[src/rtl/usb_rabbit_pkg.sv]
// Shared constants for the FTDI receive path: sync byte, deframer state
// encoding and the frame error codes reported alongside frame_err_o.
package usb_rabbit_pkg;

    localparam logic [7:0] SYNC_BYTE = 8'hA5;

    typedef enum logic [2:0] {
        ST_HUNT    = 3'd0,
        ST_LEN     = 3'd1,
        ST_CMD     = 3'd2,
        ST_PAYLOAD = 3'd3,
        ST_CHK     = 3'd4
    } state_t;

    localparam logic [1:0] ERR_NONE    = 2'b00;
    localparam logic [1:0] ERR_LEN     = 2'b01;
    localparam logic [1:0] ERR_CHK     = 2'b10;
    localparam logic [1:0] ERR_TIMEOUT = 2'b11;

endpackage

[src/rtl/ftdi_rx_deframer.sv]
// Frame hunter for the CLK60 byte stream from the FTDI FIFO reader:
// SYNC, LEN, CMD, LEN payload bytes, XOR checksum; payload out on valid/ready.
//
// state   | meaning
// --------+-----------------------------------------------------------
// HUNT    | dropping bytes until SYNC_BYTE
// LEN     | next byte is the payload length (0 aborts the frame)
// CMD     | next byte is the command code
// PAYLOAD | forwarding payload bytes to the output register
// CHK     | next byte is compared against the running XOR
module ftdi_rx_deframer
    import usb_rabbit_pkg::*;
#(
    parameter int TIMEOUT_CYCLES = 60000
) (
    input  logic       clk_i,
    input  logic       rst_i,
    input  logic       rx_valid_i,
    input  logic [7:0] rx_data_i,
    output logic       rx_ready_o,
    output logic       out_valid_o,
    output logic [7:0] out_data_o,
    output logic       out_first_o,
    output logic       out_last_o,
    input  logic       out_ready_i,
    output logic [7:0] cmd_o,
    output logic [7:0] len_o,
    output logic       frame_ok_o,
    output logic       frame_err_o,
    output logic [1:0] err_code_o,
    output logic       busy_o
);

    localparam int              TW         = $clog2(TIMEOUT_CYCLES);
    localparam logic [TW-1:0]   IDLE_LIMIT = TW'(TIMEOUT_CYCLES - 1);

    state_t        state;
    logic [7:0]    chk;
    logic [7:0]    remaining;
    logic [TW-1:0] idle_cnt;

    logic rx_fire;
    logic out_fire;
    logic idle_expired;

    // Only the payload phase can be blocked, and only by a stalled output byte.
    assign rx_ready_o   = (state != ST_PAYLOAD) || !out_valid_o || out_ready_i;
    assign rx_fire      = rx_valid_i && rx_ready_o;
    assign out_fire     = out_valid_o && out_ready_i;
    assign idle_expired = (state != ST_HUNT) && (idle_cnt == IDLE_LIMIT);
    assign busy_o       = (state != ST_HUNT);

    always_ff @(posedge clk_i) begin
        if (rst_i) begin
            state       <= ST_HUNT;
            chk         <= '0;
            remaining   <= '0;
            idle_cnt    <= '0;
            out_valid_o <= 1'b0;
            out_data_o  <= '0;
            out_first_o <= 1'b0;
            out_last_o  <= 1'b0;
            cmd_o       <= '0;
            len_o       <= '0;
            frame_ok_o  <= 1'b0;
            frame_err_o <= 1'b0;
            err_code_o  <= ERR_NONE;
        end else begin
            frame_ok_o  <= 1'b0;
            frame_err_o <= 1'b0;

            if (out_fire) begin
                out_valid_o <= 1'b0;
                out_first_o <= 1'b0;
                out_last_o  <= 1'b0;
            end

            if (rx_fire || (state == ST_HUNT)) begin
                idle_cnt <= '0;
            end else begin
                idle_cnt <= idle_cnt + 1'b1;
            end

            // An accepted byte takes priority over an expiring idle count.
            if (rx_fire) begin
                case (state)
                    ST_HUNT: begin
                        if (rx_data_i == SYNC_BYTE) begin
                            state <= ST_LEN;
                        end
                    end
                    ST_LEN: begin
                        len_o <= rx_data_i;
                        if (rx_data_i == 8'd0) begin
                            frame_err_o <= 1'b1;
                            err_code_o  <= ERR_LEN;
                            state       <= ST_HUNT;
                        end else begin
                            chk   <= rx_data_i;
                            state <= ST_CMD;
                        end
                    end
                    ST_CMD: begin
                        cmd_o     <= rx_data_i;
                        chk       <= chk ^ rx_data_i;
                        remaining <= len_o;
                        state     <= ST_PAYLOAD;
                    end
                    ST_PAYLOAD: begin
                        out_valid_o <= 1'b1;
                        out_data_o  <= rx_data_i;
                        out_first_o <= (remaining == len_o);
                        out_last_o  <= (remaining == 8'd1);
                        chk         <= chk ^ rx_data_i;
                        remaining   <= remaining - 8'd1;
                        if (remaining == 8'd1) begin
                            state <= ST_CHK;
                        end
                    end
                    ST_CHK: begin
                        if (rx_data_i == chk) begin
                            frame_ok_o <= 1'b1;
                        end else begin
                            frame_err_o <= 1'b1;
                            err_code_o  <= ERR_CHK;
                        end
                        state <= ST_HUNT;
                    end
                    default: state <= ST_HUNT;
                endcase
            end else if (idle_expired) begin
                frame_err_o <= 1'b1;
                err_code_o  <= ERR_TIMEOUT;
                state       <= ST_HUNT;
            end
        end
    end

endmodule

[config.mk]
export PLATFORM = sky130hd
export DESIGN_NAME = ftdi_rx_deframer
export DESIGN_NICKNAME = d
export VERILOG_FILES = /design/src/rtl/usb_rabbit_pkg.sv /design/src/rtl/ftdi_rx_deframer.sv
export SDC_FILE = /design/constraint.sdc
export NUM_CORES = 1
export LEC_CHECK = 0
export ABC_AREA = 1
export BUFFER_PORTS_ARGS = -buffer_cell sky130_fd_sc_hd__buf_4
export CAP_MARGIN = 15
export CORE_MARGIN = 2
export CORE_UTILIZATION = 45
export DETAILED_ROUTE_END_ITERATION = 6
export GPL_TIMING_DRIVEN = 0
export PLACE_DENSITY = 0.72
export SYNTH_ARGS = -nofsm -noshare
export SYNTH_HDL_FRONTEND = slang
export SYNTH_SLANG_ARGS = --single-unit
[constraint.sdc]
create_clock -name clk_i -period 2.1 [get_ports clk_i]
set_clock_uncertainty 0.2 [all_clocks]
set_input_delay 0.105 -clock clk_i [delete_from_list [all_inputs] [get_ports clk_i]]
set_output_delay 0.105 -clock clk_i [all_outputs]
set_load 0.02 [all_outputs]
==> results.yml <==
run_status:
  run_status: "finished clean"
detailed_routing:
  drtPass1Iterations: 6
  route.detailed.vias_per_inst: 5.088
  wire_per_inst_um: 12.68
  first_iter_violations: 213
  vias: 3139
  ant_nets: 0
  dr_drc_count: 0
  drt-total-wl_um: 7826
min_path:
  hold_start: "rx_valid_i"
  hold_depth: 3
  min_path_type: "in2reg"
  timing.hold.worst_endpoint: "len_o[5]"
critical_path:
  endpoint_class_of_the_critical_path: "flop"
  crit-reg2reg-capture: "remaining[5]"
  worst_path_max_delay_cell: "sky130_fd_sc_hd__dfxtp_1"
  worstPathCellList: "inv_1 -> nor2_1 -> inv_1 -> nor2_4 -> o21ai_0 -> o21ai_0 -> a21oi_1"
  kind_of_critical_path: "reg2reg"
  r2r_cells: 7
  critical_path.max_stage_delay_ns: 0.45
  rr_startpoint: "state[1]"
  cp.required_ns: 2.12
  crit_buf_inv: 2
  critPathArrivalTime_ns: 1.92
  r2r_slack_ns: 0.20
  largest_delay_share_family_worst_path: "flip-flops"
  path_max_fanout: 8
  timing.critical_path.from_type: "flop"
pwr:
  power.total_w: 0.002818
  leakage_nw: 1.753
  vdd.ir_drop.worst_uv: 510.1
  power.density_cell_area_mw_per_mm2: 719.4
floorplanning:
  floorplan.initialDensity_pct: 46.72
  area_of_the_placeable_core_mm2: 0.006794
  core.rowCount: 30
  die-height_um: 87.99
  floorplan.die_area_mm2: 0.007742
  top_level_ports: 45
  die_x_um: 87.99
finish:
  register_area_mm2: 0.001321
  most-common-layout-cells: "sky130_fd_sc_hd__nand2_1 (86), sky130_fd_sc_hd__dfxtp_1 (66), sky130_fd_sc_hd__o21ai_0 (58)"
  multi_input_area_mm2: 0.001559
  fin_nets: 531
  layout.cells.most_common: "sky130_fd_sc_hd__nand2_1"
  syn2layout_area_growth_pct: 23.41
  finish.instance_area_mm2: 0.003918
  drive_gt1_share_pct: 16.31
  num_antenna_cells: 0
  nFillCells: 656
grt:
  globalRoute.totalOverflow: 0
  maximum_number_of_pins_on_one_net_before_global_route_repair: 14
  grt_use_total_pct: 21.79
  grt_pass1_wl_um: 13230
  grt_pass1_vias: 2954
  initial_antenna_violation_count: 0
sta:
  grt_setup_unrepaired: "false"
  timing_worst_slew_pin_value_ns: 0.4622
  drv_slew: 0
  max_slew_headroom_pct: 69.19
  timing.fmax_ghz: 0.5257
  sum_of_negative_setup_slack_ns: 0
  final_hold_vios: 0
  final_period_minus_worst_setup_slack_ns: 1.902
  min_period_over_period_pct: 90.59
  finalSetupViolCount: 0
yosys:
  yosysTopAreaCellShare_pct: 41.62
  post_synth_instance_area_mm2: 0.003174
  synth.distinct_cells: 30
  synth_cells: 452
  ys_seq_elements: 66
  ys_seq_area_share_pct: 41.62
  synth_area_per_cell_um2: 7.023
  ys.warnings.count: 0
  synth_fp_nets: 467
  synthDominantAreaCellType: "sky130_fd_sc_hd__dfxtp_1"
  post_synth_main_area_contributors: "sky130_fd_sc_hd__dfxtp_1 (42%), sky130_fd_sc_hd__nand2_1 (10%), sky130_fd_sc_hd__o21ai_0 (9.1%)"
cts:
  cts_made_buffers: 9
  cts_sinks: 66
  clk_transition_reported_paths_ns: 0.08
  clk_latency_ns: 0.35
  cts.root.buffer_cell: "sky130_fd_sc_hd__clkbuf_8"
  cts_tree: "done"
  ctsHtreeMaxLevel: 3
  cts_buffer_depth: 2
place:
  routabilityCongestion: 0.9574
  detailedPlacementHpwl_um: 5808
  placed_area_mm2: 0.003625
  port-buffer-count: 44
flow_run:
  maxCapViolCount: 0
## per-layer routing
metal / track usage, % / share of wire [%] / up-vias
met5: 0 / 0 / -
met4: 7.133 / 1.2 / 0
met3: 5.184 / 4.4 / 11
met2: 37.26 / 50 / 65
met1: 26.99 / 44 / 1465
li1: - / - / 1598
## logic make-up after synthesis
| group | after synthesis | share of synthesized area, % |
|---|---|---|
| AO/OA/AOI/OAI | 119 | 19.31 |
| XOR/XNOR | 11 | 3.035 |
| adder cells (fa/ha/maj) | 3 | 1.183 |
| buffers and inverters | 73 | 9.263 |
| flip-flops | 66 | 41.62 |
| AND/OR/NAND/NOR | 180 | 25.58 |
## through the flow
step	setup slack, ns	utilization (%)	hold slack [ns]	cells
global route	0.005669	57.66	0.02279	617
finish	0.1976	57.66	0.01402	617
global placement	0.2284	53.35	0.2191	592
CTS	0.1971	57.64	0.0002238	617
detailed placement	0.2224	53.35	0.2228	592
floorplan	0.4052	-	0.08819	452
## state kept, by name, indices dropped and copies added, names as in the netlist
register	flops
err_code_o	2
state	3
out_first_o	1
frame_ok_o	1
frame_err_o	1
chk	8
cmd_o	8
idle_cnt	16
out_last_o	1
out_valid_o	1
len_o	8
remaining	8
out_data_o	8
## timing repair
action / in CTS / in global routing
endpoints found under the setup margin: 0 / 1
hold buffers: 9 / 0
resized for setup: 0 / 2
setup buffers: 0 / 0
endpoints found under the hold margin: 31 / 0
## synth_stat cells
library cell,number
sky130_fd_sc_hd__clkbuf_1,6
sky130_fd_sc_hd__ha_1,3
sky130_fd_sc_hd__nand2_4,1
sky130_fd_sc_hd__nand3_1,18
sky130_fd_sc_hd__buf_2,4
sky130_fd_sc_hd__nor3_2,1
sky130_fd_sc_hd__inv_1,56
sky130_fd_sc_hd__o21a_1,2
sky130_fd_sc_hd__a31oi_1,1
sky130_fd_sc_hd__nor2_4,3
sky130_fd_sc_hd__nand2_2,2
sky130_fd_sc_hd__or2_2,1
sky130_fd_sc_hd__o21ai_1,1
sky130_fd_sc_hd__buf_6,1
sky130_fd_sc_hd__o211ai_1,2
sky130_fd_sc_hd__xor2_1,11
sky130_fd_sc_hd__nor3_1,7
sky130_fd_sc_hd__o21ai_0,58
sky130_fd_sc_hd__inv_2,4
sky130_fd_sc_hd__nand4_1,8
sky130_fd_sc_hd__a21oi_2,1
sky130_fd_sc_hd__a211oi_1,1
sky130_fd_sc_hd__nor4_4,1
sky130_fd_sc_hd__buf_4,2
sky130_fd_sc_hd__nand3_2,1
sky130_fd_sc_hd__nor3b_2,2
sky130_fd_sc_hd__a21oi_1,53
sky130_fd_sc_hd__nor2_1,49
sky130_fd_sc_hd__dfxtp_1,66
sky130_fd_sc_hd__nand2_1,86
## worst max path at each step
| stage | from | end | cells after the start | slack (ns) |
|---|---|---|---|---|
| global placement | state[2] | chk[3] | 7 | 0.23 |
| finish | state[1] | remaining[5] | 7 | 0.20 |
| global route | state[1] | remaining[7] | 8 | 0.006 |
| detailed placement | state[2] | chk[6] | 7 | 0.22 |
| CTS | state[2] | chk[6] | 7 | 0.20 |
| floorplan | out_valid_o | idle_cnt[13] | 10 | 0.41 |
## worst reg2reg max path, delay by kind of cell, from the launching register on
family | cells | cell delay (ns)
buf+inv | 2 | 0.32
compound gates | 3 | 0.43
flops | 1 | 0.45
simple gates | 2 | 0.39
## power breakdown
group	switching [W]	total, W	internal, W
Combinational	0.000247	0.000399	0.000152
Sequential	0.0000405	0.00134	0.00130
Clock	0.000528	0.00108	0.000553
## cell type report
type                            instances  share of cell area (%)
Multi-Input combinational cell        313                   39.80
Sequential cell                        66                   33.73
Timing Repair Buffer                   53                   10.73
Inverter                               60                   5.749
Clock buffer                            9                   3.162
Tap cell                               96                   3.066
Clock inverter                          7                   1.980
Buffer                                 13                   1.789
Power figures use the tool's default switching activity.
